[config.mk]
export PLATFORM = sky130hd
export DESIGN_NAME = dispensador_billetes_flat
export DESIGN_NICKNAME = d
export VERILOG_FILES = /design/src/rtl/dispensador_billetes_if.sv /design/src/rtl/dispensador_billetes.sv /design/src/flat_wrapper.sv
export SDC_FILE = /design/constraint.sdc
export NUM_CORES = 1
export LEC_CHECK = 0
export ABC_AREA = 1
export CAP_MARGIN = 40
export CORE_MARGIN = 5
export CORE_UTILIZATION = 45
export DETAILED_ROUTE_END_ITERATION = 12
export GPL_TIMING_DRIVEN = 0
export PLACE_DENSITY = 0.66
export SLEW_MARGIN = 20
export SYNTH_ARGS = -nofsm -noshare
export SYNTH_HDL_FRONTEND = slang
export SYNTH_SLANG_ARGS = --single-unit
[constraint.sdc]
create_clock -name clk -period 3 [get_ports clk]
set_clock_uncertainty 0.05 [all_clocks]
set_input_delay 0.3 -clock clk [delete_from_list [all_inputs] [get_ports clk]]
set_output_delay 0.3 -clock clk [all_outputs]
set_load 0.05 [all_outputs]
[src/rtl/dispensador_billetes_if.sv]
// Bus between the card controller / bill mechanism (master side) and the
// dispenser sequencer (slave side).
interface dispensador_billetes_if;
  logic        entregar_dinero;
  logic [31:0] monto;
  logic        recarga_stb;
  logic [1:0]  recarga_sel;
  logic [7:0]  recarga_cant;
  logic        billete_ack;
  logic        billete_req;
  logic [1:0]  billete_sel;
  logic        ocupado;
  logic        entrega_completa;
  logic        error_monto;
  logic        error_mecanico;

  modport master (
    output entregar_dinero, monto, recarga_stb, recarga_sel, recarga_cant, billete_ack,
    input  billete_req, billete_sel, ocupado, entrega_completa, error_monto, error_mecanico
  );

  modport slave (
    input  entregar_dinero, monto, recarga_stb, recarga_sel, recarga_cant, billete_ack,
    output billete_req, billete_sel, ocupado, entrega_completa, error_monto, error_mecanico
  );
endinterface

[src/rtl/dispensador_billetes.sv]
// Cash-dispenser sequencer: greedy split of an amount over four cassettes,
// then one-bill-at-a-time req/ack handshake with the bill mechanism.
module dispensador_billetes #(
  parameter logic [31:0] DEN0     = 32'd20000,
  parameter logic [31:0] DEN1     = 32'd10000,
  parameter logic [31:0] DEN2     = 32'd5000,
  parameter logic [31:0] DEN3     = 32'd1000,
  parameter logic [7:0]  CAS_INIT = 8'd10,
  parameter int          TIMEOUT  = 16
) (
  input  logic                   clk,
  input  logic                   rst,
  dispensador_billetes_if.slave  bus
);

  localparam int TW = $clog2(TIMEOUT + 1);

  typedef enum logic [2:0] {IDLE, PLAN, DISPENSE, GAP, DONE, ERROR} state_t;

  state_t        state_reg, state_next;
  logic [31:0]   rem_reg;
  logic [1:0]    i_reg;
  logic [7:0]    inv_reg  [4];
  logic [7:0]    tmp_reg  [4];
  logic [7:0]    plan_reg [4];
  logic [TW-1:0] tmo_reg;
  logic          error_monto_reg, error_monto_next;

  logic [3:0]    plan_nz;
  logic [31:0]   den_i;
  logic          can_step, plan_end, req, tmo_hit;

  genvar gi;
  generate
    for (gi = 0; gi < 4; gi++) begin : g_cas
      assign plan_nz[gi] = (plan_reg[gi] != 8'd0);
    end
  endgenerate

  always_comb begin
    den_i = DEN3;
    case (i_reg)
      2'd0: den_i = DEN0;
      2'd1: den_i = DEN1;
      2'd2: den_i = DEN2;
      default: den_i = DEN3;
    endcase
  end

  assign can_step = (rem_reg >= den_i) && (tmp_reg[i_reg] != 8'd0);
  assign plan_end = (i_reg == 2'd3) && !can_step;
  assign req      = (state_reg == DISPENSE) && plan_nz[i_reg];
  assign tmo_hit  = req && !bus.billete_ack && (tmo_reg == TW'(TIMEOUT - 1));

  // State register
  always_ff @(posedge clk) begin
    if (rst) state_reg <= IDLE;
    else     state_reg <= state_next;
  end

  // Next-state logic
  always_comb begin
    state_next       = state_reg;
    error_monto_next = 1'b0;
    case (state_reg)
      IDLE: begin
        if (bus.entregar_dinero) begin
          if (bus.monto != 32'd0) state_next = PLAN;
          else                    error_monto_next = 1'b1;
        end
      end
      PLAN: begin
        if (plan_end) begin
          if (rem_reg == 32'd0) begin
            state_next = DISPENSE;
          end else begin
            state_next       = IDLE;
            error_monto_next = 1'b1;
          end
        end
      end
      DISPENSE: begin
        if (req && bus.billete_ack) state_next = GAP;
        else if (tmo_hit)           state_next = ERROR;
      end
      GAP:     state_next = (plan_nz != 4'd0) ? DISPENSE : DONE;
      DONE:    state_next = IDLE;
      ERROR:   state_next = ERROR;
      default: state_next = IDLE;
    endcase
  end

  // Datapath: remainder, plan, scratch inventory, live inventory, timeout
  always_ff @(posedge clk) begin
    if (rst) begin
      rem_reg         <= 32'd0;
      i_reg           <= 2'd0;
      tmo_reg         <= '0;
      error_monto_reg <= 1'b0;
      for (int k = 0; k < 4; k++) begin
        inv_reg[k]  <= CAS_INIT;
        tmp_reg[k]  <= 8'd0;
        plan_reg[k] <= 8'd0;
      end
    end else begin
      error_monto_reg <= error_monto_next;
      case (state_reg)
        IDLE: begin
          if (bus.entregar_dinero) begin
            rem_reg <= bus.monto;
            i_reg   <= 2'd0;
            for (int k = 0; k < 4; k++) begin
              tmp_reg[k]  <= inv_reg[k];
              plan_reg[k] <= 8'd0;
            end
          end else if (bus.recarga_stb) begin
            inv_reg[bus.recarga_sel] <= bus.recarga_cant;
          end
        end
        PLAN: begin
          if (can_step) begin
            rem_reg         <= rem_reg - den_i;
            tmp_reg[i_reg]  <= tmp_reg[i_reg] - 8'd1;
            plan_reg[i_reg] <= plan_reg[i_reg] + 8'd1;
          end else if (i_reg != 2'd3) begin
            i_reg <= i_reg + 2'd1;
          end else begin
            i_reg <= 2'd0;
            // An unpayable plan must not leak into the next withdrawal
            if (rem_reg != 32'd0)
              for (int k = 0; k < 4; k++) plan_reg[k] <= 8'd0;
          end
        end
        DISPENSE: begin
          if (req) begin
            if (bus.billete_ack) begin
              plan_reg[i_reg] <= plan_reg[i_reg] - 8'd1;
              inv_reg[i_reg]  <= inv_reg[i_reg] - 8'd1;
              tmo_reg         <= '0;
            end else if (tmo_hit) begin
              tmo_reg <= '0;
              for (int k = 0; k < 4; k++) plan_reg[k] <= 8'd0;
            end else begin
              tmo_reg <= tmo_reg + TW'(1);
            end
          end else begin
            i_reg <= i_reg + 2'd1;
          end
        end
        DONE: begin
          for (int k = 0; k < 4; k++) plan_reg[k] <= 8'd0;
        end
        default: ;
      endcase
    end
  end

  // Output logic
  always_comb begin
    bus.billete_req      = req;
    bus.billete_sel      = req ? i_reg : 2'd0;
    bus.ocupado          = (state_reg != IDLE);
    bus.entrega_completa = (state_reg == DONE);
    bus.error_monto      = error_monto_reg;
    bus.error_mecanico   = (state_reg == ERROR);
  end

endmodule

[src/flat_wrapper.sv]
// flat-port wrapper written by rule: the top's interface ports become plain ports
module dispensador_billetes_flat 
#(
  parameter logic [31:0] DEN0     = 32'd20000,
  parameter logic [31:0] DEN1     = 32'd10000,
  parameter logic [31:0] DEN2     = 32'd5000,
  parameter logic [31:0] DEN3     = 32'd1000,
  parameter logic [7:0]  CAS_INIT = 8'd10,
  parameter int          TIMEOUT  = 16
)
  (clk, rst, bus_entregar_dinero, bus_monto, bus_recarga_stb, bus_recarga_sel, bus_recarga_cant, bus_billete_ack, bus_billete_req, bus_billete_sel, bus_ocupado, bus_entrega_completa, bus_error_monto, bus_error_mecanico);
  dispensador_billetes_if bus_i ();
  input  logic clk;
  input  logic rst;
  input wire logic [$bits(bus_i.entregar_dinero)-1:0] bus_entregar_dinero;
  input wire logic [$bits(bus_i.monto)-1:0] bus_monto;
  input wire logic [$bits(bus_i.recarga_stb)-1:0] bus_recarga_stb;
  input wire logic [$bits(bus_i.recarga_sel)-1:0] bus_recarga_sel;
  input wire logic [$bits(bus_i.recarga_cant)-1:0] bus_recarga_cant;
  input wire logic [$bits(bus_i.billete_ack)-1:0] bus_billete_ack;
  output wire logic [$bits(bus_i.billete_req)-1:0] bus_billete_req;
  output wire logic [$bits(bus_i.billete_sel)-1:0] bus_billete_sel;
  output wire logic [$bits(bus_i.ocupado)-1:0] bus_ocupado;
  output wire logic [$bits(bus_i.entrega_completa)-1:0] bus_entrega_completa;
  output wire logic [$bits(bus_i.error_monto)-1:0] bus_error_monto;
  output wire logic [$bits(bus_i.error_mecanico)-1:0] bus_error_mecanico;
  assign bus_i.entregar_dinero = bus_entregar_dinero;
  assign bus_i.monto = bus_monto;
  assign bus_i.recarga_stb = bus_recarga_stb;
  assign bus_i.recarga_sel = bus_recarga_sel;
  assign bus_i.recarga_cant = bus_recarga_cant;
  assign bus_i.billete_ack = bus_billete_ack;
  assign bus_billete_req = bus_i.billete_req;
  assign bus_billete_sel = bus_i.billete_sel;
  assign bus_ocupado = bus_i.ocupado;
  assign bus_entrega_completa = bus_i.entrega_completa;
  assign bus_error_monto = bus_i.error_monto;
  assign bus_error_mecanico = bus_i.error_mecanico;
  dispensador_billetes #(.DEN0(DEN0), .DEN1(DEN1), .DEN2(DEN2), .DEN3(DEN3), .CAS_INIT(CAS_INIT), .TIMEOUT(TIMEOUT)) u_core (.clk(clk), .rst(rst), .bus(bus_i));
endmodule
=== Yosys cells after proc, flatten, opt, wreduce, memory -nomap -nowiden ===
Memories as Yosys holds them, arrays and structs flattened. A register that Yosys moved wholly into a read port is not among the register bits.
Cells that the tools add are included.

* Bitwise logic cells: 21
* Muxes and demuxes: 101
* Eq/ne operators: 17
* Add/sub/neg operators: 7
* Order comparisons: 2
* Reductions and logical operators: 30

{| class="wikitable"
|+ Operators by type and width
! cell !! count
|-
| 8-bit 2-to-1 mux || 25
|-
| 32-bit 2-to-1 mux || 2
|-
| 32-bit case mux with 2 select lines || 1
|-
| 32-bit nonzero test || 2
|-
| 15-bit case mux with 3 select lines || 1
|-
| 1-bit 2-to-1 mux || 44
|-
| 8-bit nonzero test || 5
|-
| 32-bit by 15-bit greater-or-equal comparator with 1-bit output || 1
|-
| 32-bit zero test || 1
|-
| 2-bit 2-to-1 mux || 16
|-
| 8-bit OR reduction || 4
|-
| 32-bit by 15-bit subtractor with 32-bit output || 1
|-
| 8-bit by 1-bit subtractor with 8-bit output, second input constant || 3
|-
| 1-bit OR || 21
|-
| 3-bit 2-to-1 mux || 6
|-
| 3-bit case mux with 5 select lines || 1
|-
| 5-bit 2-to-1 mux || 2
|-
| 8-bit by 1-bit adder with 8-bit output, second input constant || 1
|-
| 2-bit inequality test, second input constant || 4
|-
| 4-bit AND reduction || 2
|-
| 3-bit by 2-bit equality test with 1-bit output, second input constant || 2
|-
| 3-bit equality test, second input constant || 2
|-
| 1-bit logical AND || 6
|-
| 2-bit by 1-bit inequality test with 1-bit output, second input constant || 3
|-
| other kinds (19) || 22
|}

* Bits in writable memories: 96
* Flip-flop bits (word level): 43
* Input port bits: 47
* Logic and storage cells: 186
* Memories kept: 3

{| class="wikitable"
|+ Memory list
! name !! depth !! bits a word !! rd ports !! clocked after Yosys merged registers in !! wr ports !! RTL line !! source
|-
| u_core.inv_reg || 4 || 8 || 5 || 1 || 4 || dispensador_billetes.sv:23 || <nowiki>logic [7:0] inv_reg [4];</nowiki>
|-
| u_core.plan_reg || 4 || 8 || 5 || 1 || 4 || dispensador_billetes.sv:25 || <nowiki>logic [7:0] plan_reg [4];</nowiki>
|-
| u_core.tmp_reg || 4 || 8 || 1 || 1 || 4 || dispensador_billetes.sv:24 || <nowiki>logic [7:0] tmp_reg [4];</nowiki>
|}

=== Logic depth before layout (Yosys ltp) ===
Gate-level depths: netlist of the first run.
An unclocked memory read counts as a cell.

* Depth after elaboration: 16
* Mapped depth: 19
* Depth with buffers taken out: 19

=== Least setup slack after synthesis of the first run ===
No wires, ideal clock.

* Path type: register to register
* From: reg u_core.i_reg[1]
* To: mem u_core.plan_reg[1][6] (data pin)
* Path slack: -0.043 ns
* Arrival time: 2.735 ns
* Required time: 2.692 ns
* Period minus slack after synthesis: 3.043 ns
* Buffers on the path: 0
* Setup time: 0.258 ns
* Cell stages (with the launch flop): 17
* Cells stage by stage: dfxtp_1 > inv_2 > o21ai_0 > nor2_1 > nor2_4 > nand3_4 > inv_2 > ha_1 > nand2_1 > nor2_1 > a211oi_1 > nor2_1 > o21ai_0 > nand2_1 > xor2_1 > nand2_1 > nor2_1

{| class="wikitable"
|+ RTL lines
! what !! RTL line !! source
|-
| start: declaration || dispensador_billetes.sv:22 || <nowiki>logic [1:0] i_reg;</nowiki>
|-
| start signal: assignment || dispensador_billetes.sv:126 || <nowiki>i_reg <= i_reg + 2'd1;</nowiki>
|-
| start signal: assignment || dispensador_billetes.sv:147 || <nowiki>i_reg <= i_reg + 2'd1;</nowiki>
|-
| end: declaration || dispensador_billetes.sv:25 ||
|}

==> results of run 1 <==
[cells in the final DEF, fill, tap and decap left out, types with 5 or more instances in the layout]
master and instances:
a21oi_1 80, a21oi_2 6, a31oi_1 11, buf_2 9
buf_4 15, buf_6 8, clkbuf_1 16, clkbuf_16 17
clkdlybuf4s50_1 51, clkinvlp_4 5, dfxtp_1 60, dfxtp_2 7
edfxtp_1 72, ha_1 15, ha_4 9, inv_1 104
inv_2 17, nand2_1 252, nand2_2 11, nand2_4 5
nand3_1 88, nand4_1 17, nor2_1 148, nor2_2 7
nor3_1 13, nor4_1 9, o211ai_1 6, o21ai_0 90
o21ai_1 22, o21bai_1 6, o22ai_1 17, or2_2 9
xnor2_1 7, xor2_1 14
[routing by layer]
layer  up-vias  routed length [um]  global-route usage (%)
li1       4228                   -                       -
met1      3923               12000                    33.5
met2       318               12300                    37.0
met3        47                1660                    4.77
met4         0                 562                    8.10
met5         -                   0                       0
[worst max-delay path, stage by stage, from the launching register on]
cell     delay (ns)
dfxtp_4        0.40
inv_6          0.14
ha_4           0.19
inv_1          0.10
ha_1           0.29
nand2_1        0.09
nor2_2         0.14
nand2_1        0.07
nand3_1        0.16
nand2_1        0.11
nand3_2        0.14
nand2_1        0.08
nand4_1        0.11
nand2_1        0.15
nor4_4         0.21
nand2_4        0.15
[cell type report]
class | count | area [um^2] | area share [%]
multi-input cells | 887 | 4810 | 44.8
flip-flops and latches | 141 | 3560 | 33.2
repair buffers | 68 | 657 | 6.13
inverters | 126 | 495 | 4.62
clock buffers | 17 | 425 | 3.97
well taps | 265 | 332 | 3.09
plain buffers | 39 | 254 | 2.37
clock inverters | 15 | 195 | 1.82
[power groups by stage]
stage / logic (mW) / clock network [mW] / registers [mW]
2_1_floorplan: 1.68 / 0 / 2.37
3_3_place_gp: 2.26 / 0 / 2.41
3_5_place_dp: 2.27 / 0 / 2.41
4_1_cts: 2.36 / 2.24 / 2.38
5_1_grt: 2.81 / 2.33 / 2.42
6_report: 2.52 / 2.23 / 2.40
[logic make-up (layout without fill, tap and decap cells)]
group / Yosys count / after routing / share of synthesized area (%)
and+or+nand+nor: 580 / 580 / 28.8
AOI/OAI and AO/OA: 257 / 257 / 16.4
buffers and inverters: 166 / 265 / 7.86
DFF: 141 / 141 / 40.5
adders and majority gates: 27 / 27 / 4.04
xor gates and xnor gates: 23 / 23 / 2.39
[timing repair]
action	in CTS	in global routing
setup endpoints to repair	142	137
setup buffers	7	7
gates resized for setup	43	58
gates cloned	0	0
pin swaps	5	12
endpoints found under the hold margin	0	0
[synth_stat cells (18+ instances only)]
master / number
clkbuf_1: 18
ha_1: 25
o22ai_1: 18
a21oi_1: 83
o21ai_0: 99
edfxtp_1: 72
dfxtp_1: 69
nand3_1: 90
nand2_1: 265
nor2_1: 155
inv_1: 105
inv_2: 20
[through the flow]
step	instances	cell area, um^2	hold WS, ns	setup WS (ns)
global placement	1511	9600	0.390	-0.614
finish	1558	10700	0.148	0.123
floorplan	1194	8750	0.379	0.0172
CTS	1550	10400	0.136	0.00307
global route	1558	10700	0.167	-0.0647
detailed placement	1512	9610	0.402	-0.665
[path summary, 6_finish.rpt]
kind	startpoint	endpoint	slack (ns)	cells past startpoint
hold reg to reg	u_core.plan_reg[3][2]	u_core.plan_reg[3][2]	0.41	2
setup / recovery	u_core.i_reg[1]	u_core.plan_reg[1][1]	0.12	15
setup reg to reg	u_core.i_reg[1]	u_core.plan_reg[1][1]	0.12	15
hold / removal	rst	u_core.tmo_reg[0]	0.15	2
==> results.json, run 1 <==
{
  "max_slew.worst_pin.slew_ns": 0.698,
  "routed_via_density": 5.47,
  "cp_data_arrival_time_ns": 2.98,
  "grt_overflow": 0,
  "grt.total_usage_pct": 23.9,
  "ctsHoldBuffers": 0,
  "synth-main-ff-cell": "edfxtp_1",
  "die-area_um2": 22300,
  "setup_viol": 0,
  "clock-sinks": 141,
  "cts_tree": "yes",
  "period_share_pct": 95.9,
  "areaGrowthSynthToFinish_pct": 22.7,
  "async_flop_share_pct": 0,
  "cap_violations": 0,
  "end_kind": "flop",
  "first_iter_violations": 743,
  "path_max_fanout": 9,
  "p_sw_share_pct": 36.6,
  "grt_pass1_vias": 7795,
  "ys_warn_count": 0,
  "antenna_cells": 0,
  "num_io_pins": 54,
  "ir_drop_v": 0.000479,
  "fmax_mhz": 348,
  "routedWlPerCell_um": 17.0,
  "hold_path_class": "in -> reg",
  "p_clk_share_pct": 31.2,
  "p_per_area_nw_per_um2": 666,
  "firstDrtPassIters": 5,
  "timing_worst_setup_path_type": "reg -> reg",
  "layout.nets": 1354,
  "internal-power_mw": 4.53,
  "fin_util_pct": 55.6,
  "crit_required_ns": 3.10,
  "drc": 0,
  "wirelength_mm": 26.4,
  "gp_congestion": 0.982,
  "power_frac_seq_pct": 33.5,
  "yosysSeqAreaShare_pct": 40.5,
  "synth_top_area_cell": "edfxtp_1",
  "p_comb_share_pct": 35.2,
  "via_count": 8516,
  "max_slew_margin_pct": 53.5,
  "num_rows": 51,
  "p_sw_mw": 2.62,
  "avgSynthCellArea_um2": 7.32,
  "cts-root-buf": "clkbuf_16",
  "yosysUniqueCellTypes": 51,
  "clk_pin_slew_ns": 0.06,
  "fillers": 1846,
  "clk_latency_ns": 0.43,
  "ant_nets": 0,
  "grt_pass1_wl_mm": 41.7,
  "yosys_register_bits": 141,
  "hold_viol": 0,
  "core_area_um2": 19300,
  "syn_area_um2": 8740,
  "min_period_ns": 2.88,
  "critPathLaunchType": "flop",
  "htree_levels": 4,
  "finalSetupTns_ns": 0,
  "cts_buffer_depth": 2,
  "synth_top_area_share_pct": 24.7,
  "die_x_um": 149,
  "io_buffer_count": 52,
  "die_h_um": 149,
  "cts_made_buffers": 17,
  "start_util_pct": 45.4,
  "drv_slew": 0,
  "final_layout_size_suffix_gt1_share_pct": 13.4,
  "synth_cells": 1194,
  "dp_hpwl_mm": 20.0,
  "rsz0062_at_grt": "true",
  "synth_fp_nets": 1268,
  "synth_area_leaders": "edfxtp_1, dfxtp_1, nand2_1",
  "status": "finished clean",
  "p_leak_nw": 4.31,
  "grt_max_degree": 20,
  "synth_edf_count": 72,
  "antenna_found_initial": 0,
  "p_total_mw": 7.14
}
No activity file was read; power rests on OpenSTA's default activity.
==> run 2, diff against run 1 <==
- CELL_PAD_IN_SITES_DETAIL_PLACEMENT: not set -> 2
- CELL_PAD_IN_SITES_GLOBAL_PLACEMENT: not set -> 2
- CORE_UTILIZATION: 45 -> 32
- PLACE_DENSITY: 0.66 -> not set
- PLACE_DENSITY_LB_ADDON: not set -> 0.1
- REMOVE_ABC_BUFFERS: not set -> 1
==> run 2 against run 1 <==
Net effect:
- cell count rose by 3.7%
- sequential share of layout area fell by 1.1 points
- total power rose by 8.3%
- core utilization fell by 14 points
- critical path depth did not move
- global-route usage fell by 2.4 points
- non-clock buffer count fell by 19
- via count rose by 0.78%
- design area rose by 4.0%
- largest cell class unchanged
==> results.json, run 2 (same netlist as run 1, synthesis figures left out) <==
{
  "status": "finished clean",
  "start_util_pct": 32.4,
  "core_area_um2": 27000,
  "drc": 0,
  "die_h_um": 175,
  "path_max_fanout": 8,
  "cp_data_arrival_time_ns": 3.03,
  "max_slew.worst_pin.slew_ns": 0.816,
  "critPathLaunchType": "flop",
  "wirelength_mm": 33.9,
  "io_buffer_count": 53,
  "hold_viol": 0,
  "fmax_mhz": 342,
  "cts_tree": "yes",
  "cts-root-buf": "clkbuf_16",
  "cap_violations": 0,
  "final_common_cell": "nand2_1",
  "grt_overflow": 0,
  "p_total_mw": 7.74,
  "clk_latency_ns": 0.43,
  "num_io_pins": 54,
  "ir_drop_v": 0.000345,
  "rsz0062_at_grt": "true",
  "num_rows": 60,
  "final_layout_size_suffix_gt1_share_pct": 16.8,
  "dp_hpwl_mm": 24.2,
  "firstDrtPassIters": 4,
  "clk_pin_slew_ns": 0.08,
  "finalNonFillerCells": 1616,
  "cts_buffer_depth": 2,
  "ant_nets": 0,
  "grt.total_usage_pct": 21.5,
  "die_x_um": 175,
  "grt_max_degree": 42,
  "dp_cells": 1555,
  "pre_cts_slack_ns": -1.41,
  "routedWlPerCell_um": 21.0,
  "gp_congestion": 0.802,
  "grt_pass1_vias": 9300,
  "r2r_cells": 15,
  "areaGrowthSynthToFinish_pct": 27.6,
  "clock-sinks": 141,
  "first_iter_violations": 337,
  "holdWs_ns": 0.341,
  "drv_slew": 0,
  "setup_viol": 0,
  "antenna_found_initial": 0,
  "layout_setup_ws_ns": 0.0790,
  "hold_path_depth": 2,
  "antenna_cells": 0,
  "p_leak_nw": 4.43,
  "placed_cell_area_um2": 9630,
  "timing_worst_setup_path_type": "reg -> reg",
  "stdcell_area_um2": 11200,
  "via_count": 8582,
  "grt_pass1_wl_mm": 52.2,
  "finalSetupTns_ns": 0,
  "min_period_ns": 2.92,
  "p_per_area_nw_per_um2": 694,
  "htree_levels": 4,
  "layout.nets": 1336,
  "die-area_um2": 30700,
  "crit_required_ns": 3.11,
  "end_kind": "flop",
  "ctsHoldBuffers": 0,
  "period_share_pct": 97.4,
  "hold_path_class": "in -> reg",
  "max_slew_margin_pct": 45.3,
  "fin_util_pct": 41.4,
  "final_cell_mix": "nand2_1, nor2_1, inv_1",
  "fillers": 3009,
  "routed_via_density": 5.31,
  "cts_made_buffers": 17
}
-- run 2: cell types whose count changed in the layout (fill, tap and decap cells not counted), sizes merged --
cell / delta
dlygate4sd2: +1
clkinvlp: -5
clkinv: -4
inv: +8
bufbuf: +1
dlymetal6s2s: -1
nand2: +1
bufinv: +1
clkbuf: -20
-- run 2: path summary, 6_finish.rpt --
path	start	to	slack, ns
hold / removal	rst	u_core.state_reg[1]	0.34
hold reg to reg	u_core.tmo_reg[4]	u_core.tmo_reg[4]	0.41
setup reg to reg	u_core.i_reg[0]	u_core.plan_reg[1][3]	0.08
setup / recovery	u_core.i_reg[0]	u_core.plan_reg[1][3]	0.08
-- run 2: per-layer routing --
| metal | up-vias | track usage (%) | part of all wire, % |
|---|---|---|---|
| met4 | 0 | 5.92 | 2.8 |
| met2 | 121 | 40.8 | 53 |
| met3 | 46 | 2.00 | 2.2 |
| met1 | 4239 | 25.8 | 42 |
| li1 | 4176 | - | - |
| met5 | - | 0 | 0 |
-- run 2: area by class of cell --
cell class | count | area, um^2 | area share, %
Clock buffer | 17 | 425 | 3.81
Clock inverter | 15 | 246 | 2.21
Inverter | 126 | 529 | 4.75
Multi-Input combinational cell | 888 | 5030 | 45.1
Sequential cell | 141 | 3580 | 32.1
Tap cell | 341 | 427 | 3.83
Timing Repair Buffer | 88 | 913 | 8.19
-- run 2: worst max-delay path, stage by stage, from the launching register on --
cell	delay, ns
dfxtp_4	0.43
buf_4	0.16
ha_4	0.18
inv_2	0.08
ha_1	0.29
nand2_1	0.08
nor2_2	0.12
nand2_1	0.10
nand3_2	0.12
nand2_2	0.10
nand3_4	0.12
nand2_2	0.09
nand4_1	0.16
nand2_2	0.11
nor4_4	0.30
nand2_4	0.16
-- run 2: timing repair --
item                                    CTS  global route
cloned                                    2             0
hold endpoints to repair                  0             0
pin swaps                                12            26
endpoints found under the setup margin  144           142
buffers inserted                         11            15
gates resized for setup                  87            68
-- run 2: report_power, final --
| part | switching, mW | internal, mW | total (mW) |
|---|---|---|---|
| Clock | 0.982 | 1.52 | 2.50 |
| Combinational | 1.83 | 1.00 | 2.82 |
| Sequential | 0.182 | 2.23 | 2.42 |
==> run 3, diff against run 2 <==
- CORE_MARGIN: 5 -> 2
- CTS_CLUSTER_SIZE: not set -> 8
- REMOVE_ABC_BUFFERS: 1 -> not set
==> run 3 against run 2 <==
Net effect:
- fmax is essentially flat
- non-clock buffer count increased by 46
- global-route usage rose by 4.0 points
- core utilization up 0.50 points
- total power decreased by 0.64%
- sequential cell count unchanged
- routed wire length up 7.5%
- sequential share of layout area shrank 0.36 points
- highest routed layer unchanged
- setup slack improved by 0.0018 ns
- sequential power hardly changed
- register-to-register slack is essentially flat
==> results.json, run 3 (same netlist as run 1, synthesis figures left out) <==
{
  "pre_cts_slack_ns": -1.01,
  "crit_path_top_delay_cell": "dfxtp_4",
  "via_count": 8850,
  "io_buffer_count": 52,
  "max_slew_margin_pct": 43.2,
  "drc": 0,
  "status": "finished clean",
  "cp_top_family": "simple AND/OR/NAND/NOR gates",
  "end_kind": "flop",
  "cp_data_arrival_time_ns": 3.04,
  "routedWlPerCell_um": 22.0,
  "final_layout_size_suffix_gt1_share_pct": 18.1,
  "timing_worst_setup_path_type": "reg -> reg",
  "die-area_um2": 28700,
  "first_iter_violations": 463,
  "grt_pass1_vias": 9595,
  "antenna_cells": 0,
  "grt_max_degree": 17,
  "cap_violations": 0,
  "min_period_ns": 2.92,
  "grt.total_usage_pct": 25.5,
  "finalSetupTns_ns": 0,
  "start_util_pct": 32.5,
  "cts_buffer_depth": 2,
  "layout_setup_ws_ns": 0.0808,
  "ant_nets": 0,
  "wirelength_mm": 36.5,
  "crit_chain": "inv_8 -> ha_4 -> clkinvlp_4 -> ha_4 -> nand2_2 -> nor2_2 -> nand2_1 -> nor2_1 -> nor2_1 -> nand3_2 -> nand2_2 -> nand4_1 -> nand2_2 -> nor4_4 -> nand2_4",
  "path_common_cell": "nand2_2",
  "clock-sinks": 141,
  "cp_num_buf_inv": 2,
  "routed_via_density": 5.33,
  "firstDrtPassIters": 4,
  "setup_viol": 0,
  "drv_slew": 0,
  "fmax_mhz": 343,
  "period_share_pct": 97.3,
  "cts_made_buffers": 17,
  "p_per_area_nw_per_um2": 683,
  "ir_drop_v": 0.000335,
  "clk_pin_slew_ns": 0.07,
  "grt_pass1_wl_mm": 55.5,
  "layout.nets": 1381,
  "ctsHoldBuffers": 0,
  "cts-root-buf": "clkbuf_16",
  "antenna_found_initial": 0,
  "crit_required_ns": 3.12,
  "core_area_um2": 26900,
  "final_common_cell": "nand2_1",
  "p_leak_nw": 4.52,
  "final_cell_mix": "nand2_1, nor2_1, inv_1",
  "rsz0062_at_grt": "true",
  "areaGrowthSynthToFinish_pct": 28.8,
  "grt_overflow": 0,
  "slowest_delay_ns": 0.41,
  "hold_path_class": "in -> reg",
  "num_rows": 60,
  "critPathLaunchType": "flop",
  "htree_levels": 4,
  "max_slew.worst_pin.slew_ns": 0.851,
  "num_io_pins": 54,
  "dp_hpwl_mm": 27.3,
  "clk_latency_ns": 0.44,
  "gp_congestion": 0.829,
  "die_h_um": 169,
  "path_max_fanout": 8,
  "hold_viol": 0,
  "holdWs_ns": 0.157,
  "finalNonFillerCells": 1661,
  "dp_cells": 1587,
  "cts_tree": "yes",
  "die_x_um": 169
}
[run 3: metrics by stage]
| step | instance area [um^2] | utilization (%) | total power, mW |
|---|---|---|---|
| 6_report | 11300 | 41.9 | 7.69 |
| 5_1_grt | 11300 | 41.9 | 8.13 |
| 4_1_cts | 10700 | 40.0 | 7.40 |
| 3_5_place_dp | 9700 | 36.1 | 4.93 |
| 3_3_place_gp | 9700 | 36.1 | 4.85 |
| 2_1_floorplan | 8750 | - | 4.05 |
[run 3: path summary, 6_finish.rpt]
kind,startpoint,end,slack (ns),depth (start not counted)
max,u_core.i_reg[0],u_core.plan_reg[1][2],0.08,15
min reg2reg,u_core.tmo_reg[4],u_core.tmo_reg[4],0.42,2
min,rst,u_core.rem_reg[9],0.16,2
max reg2reg,u_core.i_reg[0],u_core.plan_reg[1][2],0.08,15
[run 3: metal layers]
layer / vias up / track usage (%) / routed length [um]
met1: 4388 / 31.3 / 15800
met2: 132 / 46.7 / 18800
met3: 53 / 2.85 / 840
li1: 4277 / - / -
met4: 0 / 7.58 / 944
met5: - / 0 / 0
[run 3: cell type report]
type                            count  area [um^2]
Timing Repair Buffer               95          875
Clock buffer                       17          425
Fill cell                        3122        15600
Sequential cell                   141         3570
Buffer                             39          270
Clock inverter                     15          190
Inverter                          126          519
Multi-Input combinational cell    887         4980
Tap cell                          341          427
[run 3: what timing repair did]
| item | in CTS | in global routing |
|---|---|---|
| resized for setup | 87 | 77 |
| buffers inserted | 12 | 31 |
| endpoints found under the setup margin | 142 | 130 |
| pin swaps | 14 | 36 |
[run 3: power breakdown]
group	internal, mW	switching [mW]
combinational	1.08	1.90
clock	1.27	1.01
sequential	2.23	0.183
